**src/rtl/eth_phy_10g_pkg.sv**
```systemverilog
// Shared 10G PHY definitions: gearbox period constants, sync header codes and the 66-bit block type.
package eth_phy_10g_pkg;

  localparam int unsigned GBX_SEQ_LEN = 33;
  localparam int unsigned GBX_BLOCKS  = 32;

  localparam int unsigned BLK_DATA_W = 64;
  localparam int unsigned BLK_HDR_W  = 2;
  localparam int unsigned BLK_W      = BLK_DATA_W + BLK_HDR_W;
  localparam int unsigned COMB_W     = BLK_DATA_W + BLK_W;
  localparam int unsigned SEQ_W      = 6;
  localparam int unsigned LEN_W      = 7;

  localparam logic [BLK_HDR_W-1:0] SYNC_DATA = 2'b10;
  localparam logic [BLK_HDR_W-1:0] SYNC_CTRL = 2'b01;

  // Header in the LSBs so it leaves the gearbox first.
  typedef struct packed {
    logic [BLK_DATA_W-1:0] data;
    logic [BLK_HDR_W-1:0]  hdr;
  } blk66_t;

endpackage

```
**src/rtl/eth_phy_10g_gbx_align.sv**
```systemverilog
// Combinational 130-bit merge of the residual bits with a new 66-bit block.
module eth_phy_10g_gbx_align
  import eth_phy_10g_pkg::*;
(
  input  logic [BLK_W-1:0]      res_bits,
  input  logic [LEN_W-1:0]      res_len,
  input  blk66_t                blk,
  output logic [BLK_W-1:0]      next_res,
  output logic [BLK_DATA_W-1:0] out_word
);

  logic [COMB_W-1:0] combined;

  // New block lands directly above the residual bits already waiting.
  always_comb begin
    combined = COMB_W'(res_bits) | (COMB_W'(blk) << res_len);
  end

  assign out_word = combined[BLK_DATA_W-1:0];
  assign next_res = combined[COMB_W-1:BLK_DATA_W];

endmodule

```
**src/rtl/eth_phy_10g_tx_gbx.sv**
```systemverilog
// 66b->64b TX gearbox: 32 blocks per 33 output words, one upstream stall per period.
// Optional header checker enabled by defining ETH_PHY_10G_TX_GBX_HDR_CHECK_EN.
module eth_phy_10g_tx_gbx
  import eth_phy_10g_pkg::*;
#(
  parameter int DATA_WIDTH = 64,
  parameter int HDR_WIDTH  = 2
) (
  input  logic                  tx_clk,
  input  logic                  tx_rst,
  input  logic [DATA_WIDTH-1:0] serdes_tx_data,
  input  logic [HDR_WIDTH-1:0]  serdes_tx_hdr,
  output logic                  serdes_tx_ready,
  output logic [DATA_WIDTH-1:0] gbx_tx_data,
  output logic                  gbx_tx_sync,
  output logic                  gbx_tx_hdr_err
);

  localparam logic [SEQ_W-1:0] STALL_SEQ = SEQ_W'(GBX_BLOCKS);

  logic [SEQ_W-1:0]      seq_q;
  logic [BLK_W-1:0]      res_q;
  logic [BLK_W-1:0]      next_res;
  logic [BLK_DATA_W-1:0] out_word;
  logic [LEN_W-1:0]      res_len;
  logic                  stall;
  blk66_t                blk;

  assign stall           = (seq_q == STALL_SEQ);
  assign serdes_tx_ready = ~stall;
  assign res_len         = {seq_q, 1'b0};
  assign blk             = '{data: serdes_tx_data, hdr: serdes_tx_hdr};

  eth_phy_10g_gbx_align u_align (
    .res_bits (res_q),
    .res_len  (res_len),
    .blk      (blk),
    .next_res (next_res),
    .out_word (out_word)
  );

  // Stall slot drains the exactly-full residual without consuming input.
  always_ff @(posedge tx_clk) begin
    if (tx_rst) begin
      seq_q       <= '0;
      res_q       <= '0;
      gbx_tx_data <= '0;
      gbx_tx_sync <= 1'b0;
    end else if (stall) begin
      seq_q       <= '0;
      res_q       <= '0;
      gbx_tx_data <= res_q[BLK_DATA_W-1:0];
      gbx_tx_sync <= 1'b0;
    end else begin
      seq_q       <= seq_q + SEQ_W'(1);
      res_q       <= next_res;
      gbx_tx_data <= out_word;
      gbx_tx_sync <= (seq_q == '0);
    end
  end

`ifdef ETH_PHY_10G_TX_GBX_HDR_CHECK_EN
  // Only 01 and 10 are legal sync headers.
  always_ff @(posedge tx_clk) begin
    if (tx_rst || stall) begin
      gbx_tx_hdr_err <= 1'b0;
    end else begin
      gbx_tx_hdr_err <= ~((serdes_tx_hdr == SYNC_DATA) || (serdes_tx_hdr == SYNC_CTRL));
    end
  end
`else
  assign gbx_tx_hdr_err = 1'b0;
`endif

endmodule

```
**config.mk**
```make
export PLATFORM = sky130hd
export DESIGN_NAME = eth_phy_10g_tx_gbx
export DESIGN_NICKNAME = d
export VERILOG_FILES = /design/src/rtl/eth_phy_10g_pkg.sv /design/src/rtl/eth_phy_10g_gbx_align.sv /design/src/rtl/eth_phy_10g_tx_gbx.sv
export SDC_FILE = /design/constraint.sdc
export NUM_CORES = 1
export LEC_CHECK = 0
export BUFFER_PORTS_ARGS = -buffer_cell sky130_fd_sc_hd__buf_2
export CAP_MARGIN = 0
export CORE_UTILIZATION = 50
export CTS_CLUSTER_DIAMETER = 80
export DETAILED_ROUTE_END_ITERATION = 10
export GPL_TIMING_DRIVEN = 1
export PLACE_DENSITY = 0.7
export SYNTH_ARGS = -nofsm -noshare
export SYNTH_HDL_FRONTEND = slang
export SYNTH_SLANG_ARGS = --single-unit
```
**constraint.sdc**
```tcl
create_clock -name tx_clk -period 3.25 [get_ports tx_clk]
set_clock_uncertainty 0.2 [all_clocks]
set_input_delay 0.1625 -clock tx_clk [delete_from_list [all_inputs] [get_ports tx_clk]]
set_output_delay 0.1625 -clock tx_clk [all_outputs]
set_load 0.02 [all_outputs]
```
After elaboration in Yosys (flattened, before gate mapping):

Cells that the tools add are included.

* word-level logic and storage cells: 12
* register bits: 137
* output and inout port bits: 67

* bitwise logic cells: 2
* muxes and demuxes: 1
* equality and inequality tests: 1
* shifts and indexed selects: 1
* add/subtract/negate cells: 1
* reductions and logical operators: 2

Operators with widths (number)
* $or 66x130->130: 1
* $shl 66x7->130: 1
* $mux 64: 1
* $add 6x1->6 const B: 1
* $eq 6x6->1 const B: 1
* $logic_not 6->1: 1
* $reduce_or 2->1: 1
* $not 1->1: 1

Longest topological paths before layout:

Gate-level depths: netlist (run 1).

* depth after elaboration: 3
* depth in mapped cells: 12

By module:

Synthesis (run 1) repeated with hierarchy kept, for this count alone.

* cells, all modules: 1316
* area, all modules: 11594.9 µm²

By module, submodules not included
* eth_phy_10g_gbx_align: cells each 851, sequential area each 0.0 µm², area an instance 6796.5 µm², instances 1
* eth_phy_10g_tx_gbx: cells each 465, sequential area each 2742.6 µm², area an instance 4798.4 µm², instances 1

Worst setup path before layout (run 1):

Ideal clock, no wire load.

* path kind: reg2reg
* start: reg seq_q[1]
* end: reg res_q[46]
* cell stages (with the launch flop): 13
* arrival time: 2.248 ns
* setup time: 0.083 ns
* path slack: 0.719 ns
* cells stage by stage: dfxtp_1 > buf_6 > buf_6 > buf_4 > buf_2 > inv_1 > ha_1 > a31o_2 > buf_2 > nor2_1 > buf_2 > nand3_1 > o221ai_1

* cells in the longest elaborated chain, start to end: 2
* elaborated cells between the ends (all ways): 4
* those cells by class: eq/ne: 1; shift: 1; bitwise: 1; reduce/logical: 1

RTL lines
* from (decl): line eth_phy_10g_tx_gbx.sv:21 `logic [SEQ_W-1:0] seq_q;`
* from (signal assigned): line eth_phy_10g_tx_gbx.sv:55 `seq_q <= seq_q + SEQ_W'(1);`
* $shl 66x7->130 or $eq 6x6->1 (tied branches): line eth_phy_10g_gbx_align.sv:16, eth_phy_10g_tx_gbx.sv:29
* $or 66x130->130 or $reduce_or 2->1 (tied branches)
* to (signal assigned): line eth_phy_10g_tx_gbx.sv:56 `res_q <= next_res;`
* to (decl): line eth_phy_10g_tx_gbx.sv:22 `logic [BLK_W-1:0] res_q;`

Several ways; a longest one is shown, not always the timed one.
A chain may end at the register's enable or synchronous reset.

Worst setup path after layout (run 1):

* start: reg seq_q[1]
* end: reg res_q[33]

Same word-level chain as after synthesis.

==> results of run 1 <==
-- where the power goes --
part | switching [uW] | internal, uW | leakage (uW)
clock | 756 | 1240 | 0.000291
sequential | 40.4 | 1800 | 0.00113
combinational | 1050 | 656 | 0.00279
-- layout make-up --
type | count | area [sq um] | area share
Multi-Input combinational cell | 751 | 6003 | 0.5525
Sequential cell | 137 | 2753 | 0.2533
Timing Repair Buffer | 190 | 1171 | 0.1078
Clock buffer | 19 | 452.9 | 0.04169
Tap cell | 229 | 286.5 | 0.02637
Clock inverter | 12 | 150.1 | 0.01382
Inverter | 13 | 48.80 | 0.004491
-- state kept, by name (all words and copies together) (netlist names) --
signal       count
res_q           66
gbx_tx_data     64
seq_q            6
gbx_tx_sync      1
-- kinds of logic (layout without fill, tap and decap cells) --
logic type,count (synthesis),count (layout),share of synthesized area
AO/OA/AOI/OAI,304,304,0.2221
AND/OR/NAND/NOR,276,276,0.1327
multiplexers,164,164,0.2851
flip-flops,137,137,0.2956
buffers and inverters,106,234,0.05771
XOR/XNOR,4,4,0.003775
adder cells (fa/ha/maj),2,2,0.002696
other,1,1,0.0004041
-- metal layers --
layer / part of all wire / vias up / track usage
li1: - / 4013 / -
met1: 0.41 / 4459 / 0.5408
met2: 0.42 / 827 / 0.5427
met3: 0.13 / 115 / 0.08867
met4: 0.042 / 0 / 0.1538
met5: 0 / - / 0
-- per-stage QoR --
| step | hold WS, ns | power, uW |
|---|---|---|
| 2_1_floorplan | 0.1801 | 2952 |
| 3_3_place_gp | 0.2177 | 3507 |
| 3_5_place_dp | 0.2216 | 3517 |
| 4_1_cts | 0.005950 | 5488 |
| 5_1_grt | 0.04971 | 5693 |
| 6_report | 0.01922 | 5539 |
-- worst paths after layout --
path,from,end,slack (ns),cells after the start
setup / recovery,seq_q[1],res_q[33],0.60,6
hold / removal,serdes_tx_data[61],res_q[59],0.02,3
setup reg to reg,seq_q[1],res_q[33],0.60,6
hold reg to reg,res_q[48],gbx_tx_data[48],0.23,1
-- worst max-delay path, stage by stage, from the launching register on --
cell and delay [ns]:
dfxtp_4 0.39, buf_12 0.28, mux4_2 0.57, mux2i_1 0.44, nor2_1 0.07, nor3_1 0.36, o22ai_1 0.16
-- cells in the final DEF, fill, tap and decap left out, types with 13 or more instances in the layout --
cell type	Yosys	routed
a211oi_1	13	13
a21oi_1	59	59
and2_1	16	16
buf_2	23	133
buf_4	7	50
clkbuf_16	0	17
dfxtp_1	137	133
mux2_2	28	28
mux2i_1	55	55
mux4_2	76	76
nand2_1	95	95
nand3_1	27	27
nor2_1	87	86
nor3_1	14	14
o211ai_1	21	21
o21a_1	13	13
o21ai_0	24	24
o21ai_1	46	46
o22ai_1	16	16
o2bb2ai_1	20	20
-- timing repair --
action / CTS / global route
endpoints found under the setup margin: 0 / 0
endpoints found under the hold margin: 11 / 0
buffers inserted: 0 / 0
hold buffers: 1 / 0
==> results.json, run 1 <==
{
  "outcome": "finished, violations left",
  "violations": "design-rule violations",
  "place_hpwl_um": 26590,
  "avgSynthCellArea_sq_um": 9.335,
  "synth_area_leaders": "dfxtp_1 30%, mux4_2 18%, mux2i_1 5.9%, nand2_1 3.8%, nor2_1 3.5%",
  "yosysTopAreaCell": "dfxtp_1",
  "antenna_cells": 0,
  "cts.sinks": 137,
  "ys_ff_latch": 137,
  "slew_headroom": 0.4456,
  "syn_nets": 1064,
  "cts_resized": 0,
  "grt_usage": 0.3762,
  "num_vias": 9414,
  "fp.dieH_um": 138.2,
  "wirelength_um": 35870,
  "synth-edff-count": 0,
  "post-route-period-util": 0.8157,
  "ys_seq_area_frac": 0.2956,
  "place_ws_ns": 0.6673,
  "die_x_um": 138.2,
  "peakVddDrop_mv": 0.3098,
  "clk_path_buf_depth": 2,
  "port_buffers": 133,
  "cts.clk_slew.worst_paths_ns": 0.06,
  "synthArstFlopShare": 0,
  "yosys_warnings": 0,
  "final_antenna_net_count": 0,
  "synth_top_area_share": 0.2956,
  "startpoint_type": "register",
  "maxCapViolations": 0,
  "antenna_found_initial": 0,
  "ys_top_cells_by_count": "137 x dfxtp_1, 95 x nand2_1, 87 x nor2_1",
  "cts_tree": "built",
  "power_density_mw_per_mm2": 509.8,
  "hold_path_class": "input port to register",
  "rsz0062_at_grt": "false",
  "drt-initial-drc-count": 1344,
  "stdcell_count": 1351,
  "areaGrowthSynthToFinish_pct": 17.10,
  "endpoint_kind": "register",
  "nets": 1180,
  "cp.required_ns": 3.35,
  "post-route-util": 0.6008,
  "grt.overflow.total": 0,
  "worstMarginPinSlew_ns": 0.8285,
  "tns_ns": 0,
  "stdcell_area_sq_mm": 0.01087,
  "drive_gt1_frac": 0.3021,
  "post-synth-top-count-cell": "dfxtp_1",
  "numCtsBuffers": 17,
  "synth_area_sq_mm": 0.009279,
  "period_minus_slack_ns": 2.651,
  "p_leak_uw": 0.004210,
  "grt_pass1_vias": 8363,
  "root_buffer": "clkbuf_16",
  "fmax_mhz": 377.2,
  "start_util": 0.5130,
  "ios": 135,
  "setup_viol": 0,
  "core_sq_mm": 0.01809,
  "setup_ws_ns": 0.5988,
  "firstDrtPassIters": 9,
  "path_class": "register to register",
  "ys.flop_type": "dfxtp_1",
  "critical_path_peak_fanout": 56,
  "wl_per_cell_um": 26.55,
  "rows": 49,
  "drc": 20,
  "cts_max_level": 4,
  "dp_cells": 1319,
  "finalHoldViolations": 0,
  "cp.arrival_ns": 2.75,
  "fill_cells": 1566,
  "synth.distinct_cells": 61,
  "die_area_sq_mm": 0.01911,
  "grt_max_degree": 81,
  "slew_viol_final": 0,
  "gp_congestion": 1.033,
  "avgViaCountPerCell": 6.968,
  "clk_latency_ns": 0.43,
  "grt_pass1_wl_um": 53690,
  "dpl_cell_area_sq_mm": 0.01025,
  "synthCells": 994
}
Note: power is estimated with default switching activity, not from simulation.
==> run 2: changes to the inputs <==
Clock period 3.25 ns to 2.55 ns, I/O delays scaled along.
==> run 2 against run 1 <==
Against the previous run: highest routed layer is now met5; register-to-register slack lost 0.54 ns; maximum frequency rose by 6.5%; core utilization up 2.5 points; worst hold slack better by 0.074 ns; largest cell class unchanged; die area is the same; the flow still finishes with violations (design-rule violations).
==> results.json, run 2 (synthesis results as in run 1) <==
{
  "switching_share": 0.3352,
  "finalHoldViolations": 0,
  "endpoint_kind": "register",
  "areaGrowthSynthToFinish_pct": 22.02,
  "avgViaCountPerCell": 6.787,
  "fmax_mhz": 401.6,
  "worstMarginPinSlew_ns": 0.9528,
  "intPower_uw": 4674,
  "p_leak_uw": 0.004502,
  "largest-register": "res_q",
  "p_clk_frac": 0.334,
  "place_hpwl_um": 28010,
  "cp.arrival_ns": 2.59,
  "nets": 1242,
  "drc": 20,
  "grt_usage": 0.3846,
  "final_antenna_net_count": 0,
  "rows": 49,
  "setup_viol": 0,
  "combPwrFrac": 0.333,
  "period_minus_slack_ns": 2.490,
  "start_util": 0.5130,
  "peakVddDrop_mv": 0.3194,
  "largest_reg_flops": 66,
  "grt_pass1_wl_um": 54870,
  "clk_latency_ns": 0.43,
  "wl_per_cell_um": 26.15,
  "ios": 135,
  "grt_pass1_vias": 8639,
  "port_buffers": 133,
  "power_density_mw_per_mm2": 621.0,
  "post-route-util": 0.6260,
  "tns_ns": 0,
  "antenna_cells": 0,
  "cp.required_ns": 2.65,
  "cts_tree": "built",
  "grt.overflow.total": 0,
  "firstDrtPassIters": 9,
  "dpl_cell_area_sq_mm": 0.01066,
  "core_sq_mm": 0.01809,
  "drt-initial-drc-count": 1305,
  "startpoint_type": "register",
  "switchingPower_uw": 2357,
  "violations": "design-rule violations",
  "cts.sinks": 137,
  "num_vias": 9597,
  "grt_max_degree": 44,
  "cts.clk_slew.worst_paths_ns": 0.06,
  "clk_path_buf_depth": 2,
  "post-route-period-util": 0.9766,
  "drive_gt1_frac": 0.3376,
  "seq_power_share": 0.333,
  "maxCapViolations": 0,
  "die_area_sq_mm": 0.01911,
  "gp_congestion": 1.052,
  "dp_cells": 1373,
  "root_buffer": "clkbuf_16",
  "finalPower_uw": 7031,
  "wirelength_um": 36980,
  "final_cell_mix": "133 x dfxtp_1, 133 x buf_2, 107 x buf_4",
  "stdcell_count": 1414,
  "path_class": "register to register",
  "hold_path_class": "input port to register",
  "outcome": "finished, violations left",
  "critical_path_peak_fanout": 12,
  "slew_headroom": 0.3624,
  "cts_max_level": 4,
  "reg_top3": "res_q x66, gbx_tx_data x64, seq_q x6",
  "stdcell_area_sq_mm": 0.01132,
  "antenna_found_initial": 1,
  "numCtsBuffers": 17,
  "fp.dieH_um": 138.2,
  "die_x_um": 138.2,
  "slew_viol_final": 0
}
run 2: changes by cell type in the layout (fill, tap and decap cells not counted), moves of 2 or more:
cell	change
mux2i_1	-2
clkinvlp_4	-2
clkbuf_1	+5
clkbuf_8	-2
buf_4	+57
clkinv_2	+3
mux2i_2	+2
buf_6	+2
clkinv_4	-2
run 2: layout make-up:
class / instances / area [sq um]
clock buffers: 22 / 444.2
clock inverters: 10 / 102.6
fillers: 1588 / 6764
inverters: 13 / 48.80
multi-input cells: 751 / 6021
flip-flops and latches: 137 / 2753
well taps: 229 / 286.5
repair buffers: 252 / 1667
run 2: stage by stage:
step           hold WS, ns  setup slack [ns]
3_3_place_gp        0.2152          -0.02706
3_5_place_dp        0.2197          -0.08659
4_1_cts            0.07133           0.01476
6_report           0.09306           0.05978
2_1_floorplan       0.1451           0.01903
5_1_grt            0.07952         -0.007460
run 2: worst max-delay path, cell delays in order, from the launching register on:
cell and delay, ns:
dfxtp_4 0.37, buf_6 0.14, buf_12 0.14, buf_4 0.19, mux2_1 0.34, mux4_2 0.56, and2_0 0.19, a32oi_1 0.16
o21ai_1 0.07
run 2: worst paths after layout:
check | startpoint | endpoint | slack [ns] | depth (start not counted)
setup / recovery | seq_q[1] | res_q[12] | 0.06 | 8
hold / removal | serdes_tx_data[62] | res_q[62] | 0.09 | 3
setup reg to reg | seq_q[1] | res_q[12] | 0.06 | 8
hold reg to reg | res_q[48] | gbx_tx_data[48] | 0.23 | 1
run 2: layer usage:
metal | global-route usage | share of wire | wire, um | vias to the layer above
li1 | - | - | - | 4145
met1 | 0.5324 | 0.40 | 14690 | 4525
met2 | 0.5612 | 0.43 | 15740 | 806
met3 | 0.1091 | 0.14 | 4994 | 119
met4 | 0.1656 | 0.042 | 1549 | 2
met5 | 0 | 0.00035 | 13 | -
run 2: power groups by stage:
stage          clock, uW  sequential (uW)  combinational (uW)
2_1_floorplan          0             2540                1220
3_3_place_gp           0             2400                2180
3_5_place_dp           0             2400                2200
4_1_cts             2360             2350                2230
5_1_grt             2450             2350                2430
6_report            2350             2340                2340
run 2: what timing repair did:
item / 4_1_cts / 5_1_grt
endpoints found under the hold margin: 13 / 0
setup buffers: 4 / 3
setup endpoints to repair: 5 / 22
gates resized for setup: 2 / 5
hold buffers: 2 / 0
==> run 3: changes to the inputs <==
--- a/config.mk
+++ b/config.mk
@@ -8,3 +8,3 @@
 export BUFFER_PORTS_ARGS = -buffer_cell sky130_fd_sc_hd__buf_2
-export CAP_MARGIN = 0
+export CAP_MARGIN = 15
 export CORE_UTILIZATION = 50
@@ -13,5 +13,6 @@
 export GPL_TIMING_DRIVEN = 1
-export PLACE_DENSITY = 0.7
+export PLACE_DENSITY = 0.69
 export SYNTH_ARGS = -nofsm -noshare
 export SYNTH_HDL_FRONTEND = slang
+export SYNTH_HIERARCHICAL = 1
 export SYNTH_SLANG_ARGS = --single-unit
--- a/constraint.sdc
+++ b/constraint.sdc
@@ -4,2 +4,2 @@
 set_output_delay 0.1275 -clock tx_clk [all_outputs]
-set_load 0.02 [all_outputs]
+set_load 0.01 [all_outputs]
==> run 3 against run 2 <==
Against the previous run: the flow finishes with violations (negative setup slack); maximum frequency decreased by 12%; sequential share of layout area decreased by 8.3 points; non-clock buffer count rose by 229; clock-buffer cell count fell by 5; synthesized cell count grew 32%; global-route usage rose by 7.3 points; first-iteration DRC count grew 42%; sequential cell count unchanged; core utilization increased by 13 points; wire length rose by 57%; sequential power is essentially flat; via count grew 42%; critical endpoint is now gbx_tx_data[48]; highest routed layer unchanged.
==> results.json, run 3 <==
{
  "stdcell_area_sq_mm": 0.01717,
  "clk_path_buf_depth": 2,
  "core_sq_mm": 0.02271,
  "fmax_mhz": 352.8,
  "avgSynthCellArea_sq_um": 8.811,
  "ys.flop_type": "dfxtp_1",
  "grt_pass1_wl_um": 79890,
  "synth_area_leaders": "dfxtp_1 24%, mux4_2 13%, mux2_2 7.0%, mux2i_1 6.8%, a21bo_2 5.5%",
  "seq_power_share": 0.245,
  "synth_top_area_share": 0.2365,
  "post-route-util": 0.7559,
  "wirelength_um": 57990,
  "nets": 1756,
  "period_minus_slack_ns": 2.835,
  "drt-initial-drc-count": 1848,
  "gp_congestion": 1.096,
  "reg2reg_from": "seq_q[0]",
  "slew_headroom": 0.3919,
  "yosys_warnings": 6,
  "intPower_uw": 5944,
  "firstDrtPassIters": 8,
  "hold_path_class": "input port to register",
  "outcome": "finished, violations left",
  "cp.required_ns": 2.65,
  "cts.sinks": 137,
  "cts_tree": "built",
  "die_area_sq_mm": 0.02380,
  "grt.overflow.total": 0,
  "violations": "negative setup slack",
  "slew_viol_final": 0,
  "reg2reg_depth": 13,
  "areaGrowthSynthToFinish_pct": 48.04,
  "finalPower_uw": 9624,
  "largest-register": "res_q",
  "path_delay_family": "buffers and inverters",
  "die_x_um": 154.3,
  "crit_slowest_cell": "dfxtp_4",
  "cts_max_level": 4,
  "worstPathBufferInverterCount": 5,
  "start_util": 0.5106,
  "ff_latch_area_sq_mm": 0.002756,
  "endpoint_kind": "register",
  "final_cell_mix": "261 x buf_4, 133 x buf_2, 132 x dfxtp_1",
  "ys_top_cells_by_count": "137 x dfxtp_1, 112 x a21oi_1, 86 x nand2_1",
  "critical_path_peak_fanout": 8,
  "power_density_mw_per_mm2": 560.7,
  "p_clk_frac": 0.270,
  "peakVddDrop_mv": 0.4497,
  "rrSetupSlack_ns": -0.28,
  "layout_commonest_cell": "buf_4",
  "post-route-period-util": 1.112,
  "cp.arrival_ns": 2.93,
  "drc": 0,
  "num_vias": 13600,
  "synthArstFlopShare": 0,
  "dpl_cell_area_sq_mm": 0.01451,
  "grt_max_degree": 99,
  "clk_latency_ns": 0.44,
  "worstMarginPinSlew_ns": 0.9052,
  "switching_share": 0.3824,
  "startpoint_type": "register",
  "regToRegEndpoint": "gbx_tx_data[48]",
  "fill_cells": 1625,
  "path_cells": "buf_12, clkbuf_16, mux4_2, buf_4, mux2i_4, buf_6, mux2i_4, buf_6, nand2_1, o21ai_0, a211o_1, a21bo_2, a21oi_1",
  "numCtsBuffers": 17,
  "rows": 55,
  "yosysTopAreaCell": "dfxtp_1",
  "path_class": "register to register",
  "hold_start": "tx_rst",
  "fp.dieH_um": 154.3,
  "place_hpwl_um": 40830,
  "multiInputGateArea_sq_mm": 0.009467,
  "maxCapViolations": 0,
  "path_depth": 13,
  "p_leak_uw": 0.007329,
  "switchingPower_uw": 3680,
  "grt_usage": 0.4575,
  "avgViaCountPerCell": 6.851,
  "synthCells": 1316,
  "port_buffers": 133,
  "antenna_found_initial": 3,
  "final_antenna_net_count": 0,
  "critPathMaxStageDelay_ns": 0.43,
  "synth.distinct_cells": 73,
  "finalHoldViolations": 0,
  "ys_ff_latch": 137,
  "root_buffer": "clkbuf_16",
  "ys_seq_area_frac": 0.2365,
  "ios": 135,
  "synth-edff-count": 0,
  "post-synth-top-count-cell": "dfxtp_1",
  "synth_area_sq_mm": 0.01159,
  "setup_viol": 96,
  "rsz0062_at_grt": "true",
  "largest_reg_flops": 66,
  "reg_top3": "res_q x66, gbx_tx_data x64, seq_q x6",
  "wl_per_cell_um": 29.22,
  "cts.clk_slew.worst_paths_ns": 0.08,
  "cp-endpoint": "gbx_tx_data[48]",
  "combPwrFrac": 0.485,
  "setup_ws_ns": -0.2847,
  "startpoint": "seq_q[0]",
  "grt_pass1_vias": 12366,
  "drive_gt1_frac": 0.5380
}
==> run 3: changes by cell type in the layout (fill, tap and decap cells not counted), moves of 22 or more <==
cell / before / now
o21bai_1: 0 / 22
mux2_4: 0 / 43
buf_6: 2 / 53
a21oi_2: 2 / 32
nand3_1: 27 / 76
and2_1: 16 / 66
buf_4: 107 / 261
o21ai_1: 46 / 21
a21bo_2: 0 / 63
==> run 3: cell type report <==
| cell class | count | share of cell area |
|---|---|---|
| antenna | 1 | 0.0001458 |
| clock buffer | 17 | 0.02478 |
| sequential | 137 | 0.1606 |
| inverter | 11 | 0.003280 |
| clock inverter | 15 | 0.01042 |
| tap | 285 | 0.02077 |
| timing repair buffer | 481 | 0.2285 |
| multi-input combinational | 1038 | 0.5515 |
==> run 3: stage by stage <==
stage,hold WS (ns),worst slack (ns),cells,setup TNS [ns]
floorplan,0.2315,-0.009801,1317,-0.01853
finish,0.04146,-0.2847,1985,-11.29
global route,0.03585,-0.2990,1984,-15.43
CTS,0.02677,-0.1397,1947,-2.400
detailed placement,0.2724,-0.4166,1905,-11.97
global placement,0.2638,-0.3906,1905,-9.403
==> run 3: worst min-delay path by stage <==
stage / to / depth (start not counted) / slack (ns)
after floorplan: gbx_tx_data[0] / 0 / 0.23
after global placement: gbx_tx_data[12] / 2 / 0.26
after detailed placement: gbx_tx_data[39] / 2 / 0.27
after CTS: gbx_tx_sync / 3 / 0.03
after global routing: gbx_tx_data[18] / 3 / 0.04
final: gbx_tx_sync / 3 / 0.04
==> run 3: timing repair <==
item | CTS | global route
endpoints found under the setup margin | 107 | 111
hold buffers | 0 | 0
pin swaps | 18 | 51
gates resized for setup | 157 | 196
setup buffers | 11 | 29
cloned | 0 | 10
==> run 3: worst min-delay path, cell delays in order <==
cell and delay [ns]:
buf_2 0.20, nor2_1 0.12, and2_1 0.17
==> run 3: per-layer routing <==
layer	GRT usage	wire length [um]
met5	0	13
met4	0.3041	5064
met3	0.09470	6578
met1	0.6048	21990
met2	0.6764	24340
==> run 3: logic make-up (layout without fill, tap and decap cells) <==
kind of cell	count (synthesis)	after routing	synth area share
buffers and inverters	142	524	0.05687
DFF	137	137	0.2365
other	1	3	0.0003234
muxes	228	228	0.2777
adders and majority gates	2	2	0.002158
and+or+nand+nor	361	361	0.1514
AOI/OAI and AO/OA	442	442	0.2728
xor gates and xnor gates	3	3	0.002267
==> run 3: power groups by stage <==
stage                     Combinational [uW]  Sequential [uW]  Clock [uW]
after detailed placement                3600             2400           0
after floorplan                         1830             2460           0
after global routing                    4790             2370        2690
after CTS                               3960             2350        2590
final                                   4670             2360        2600
after global placement                  3570             2400           0
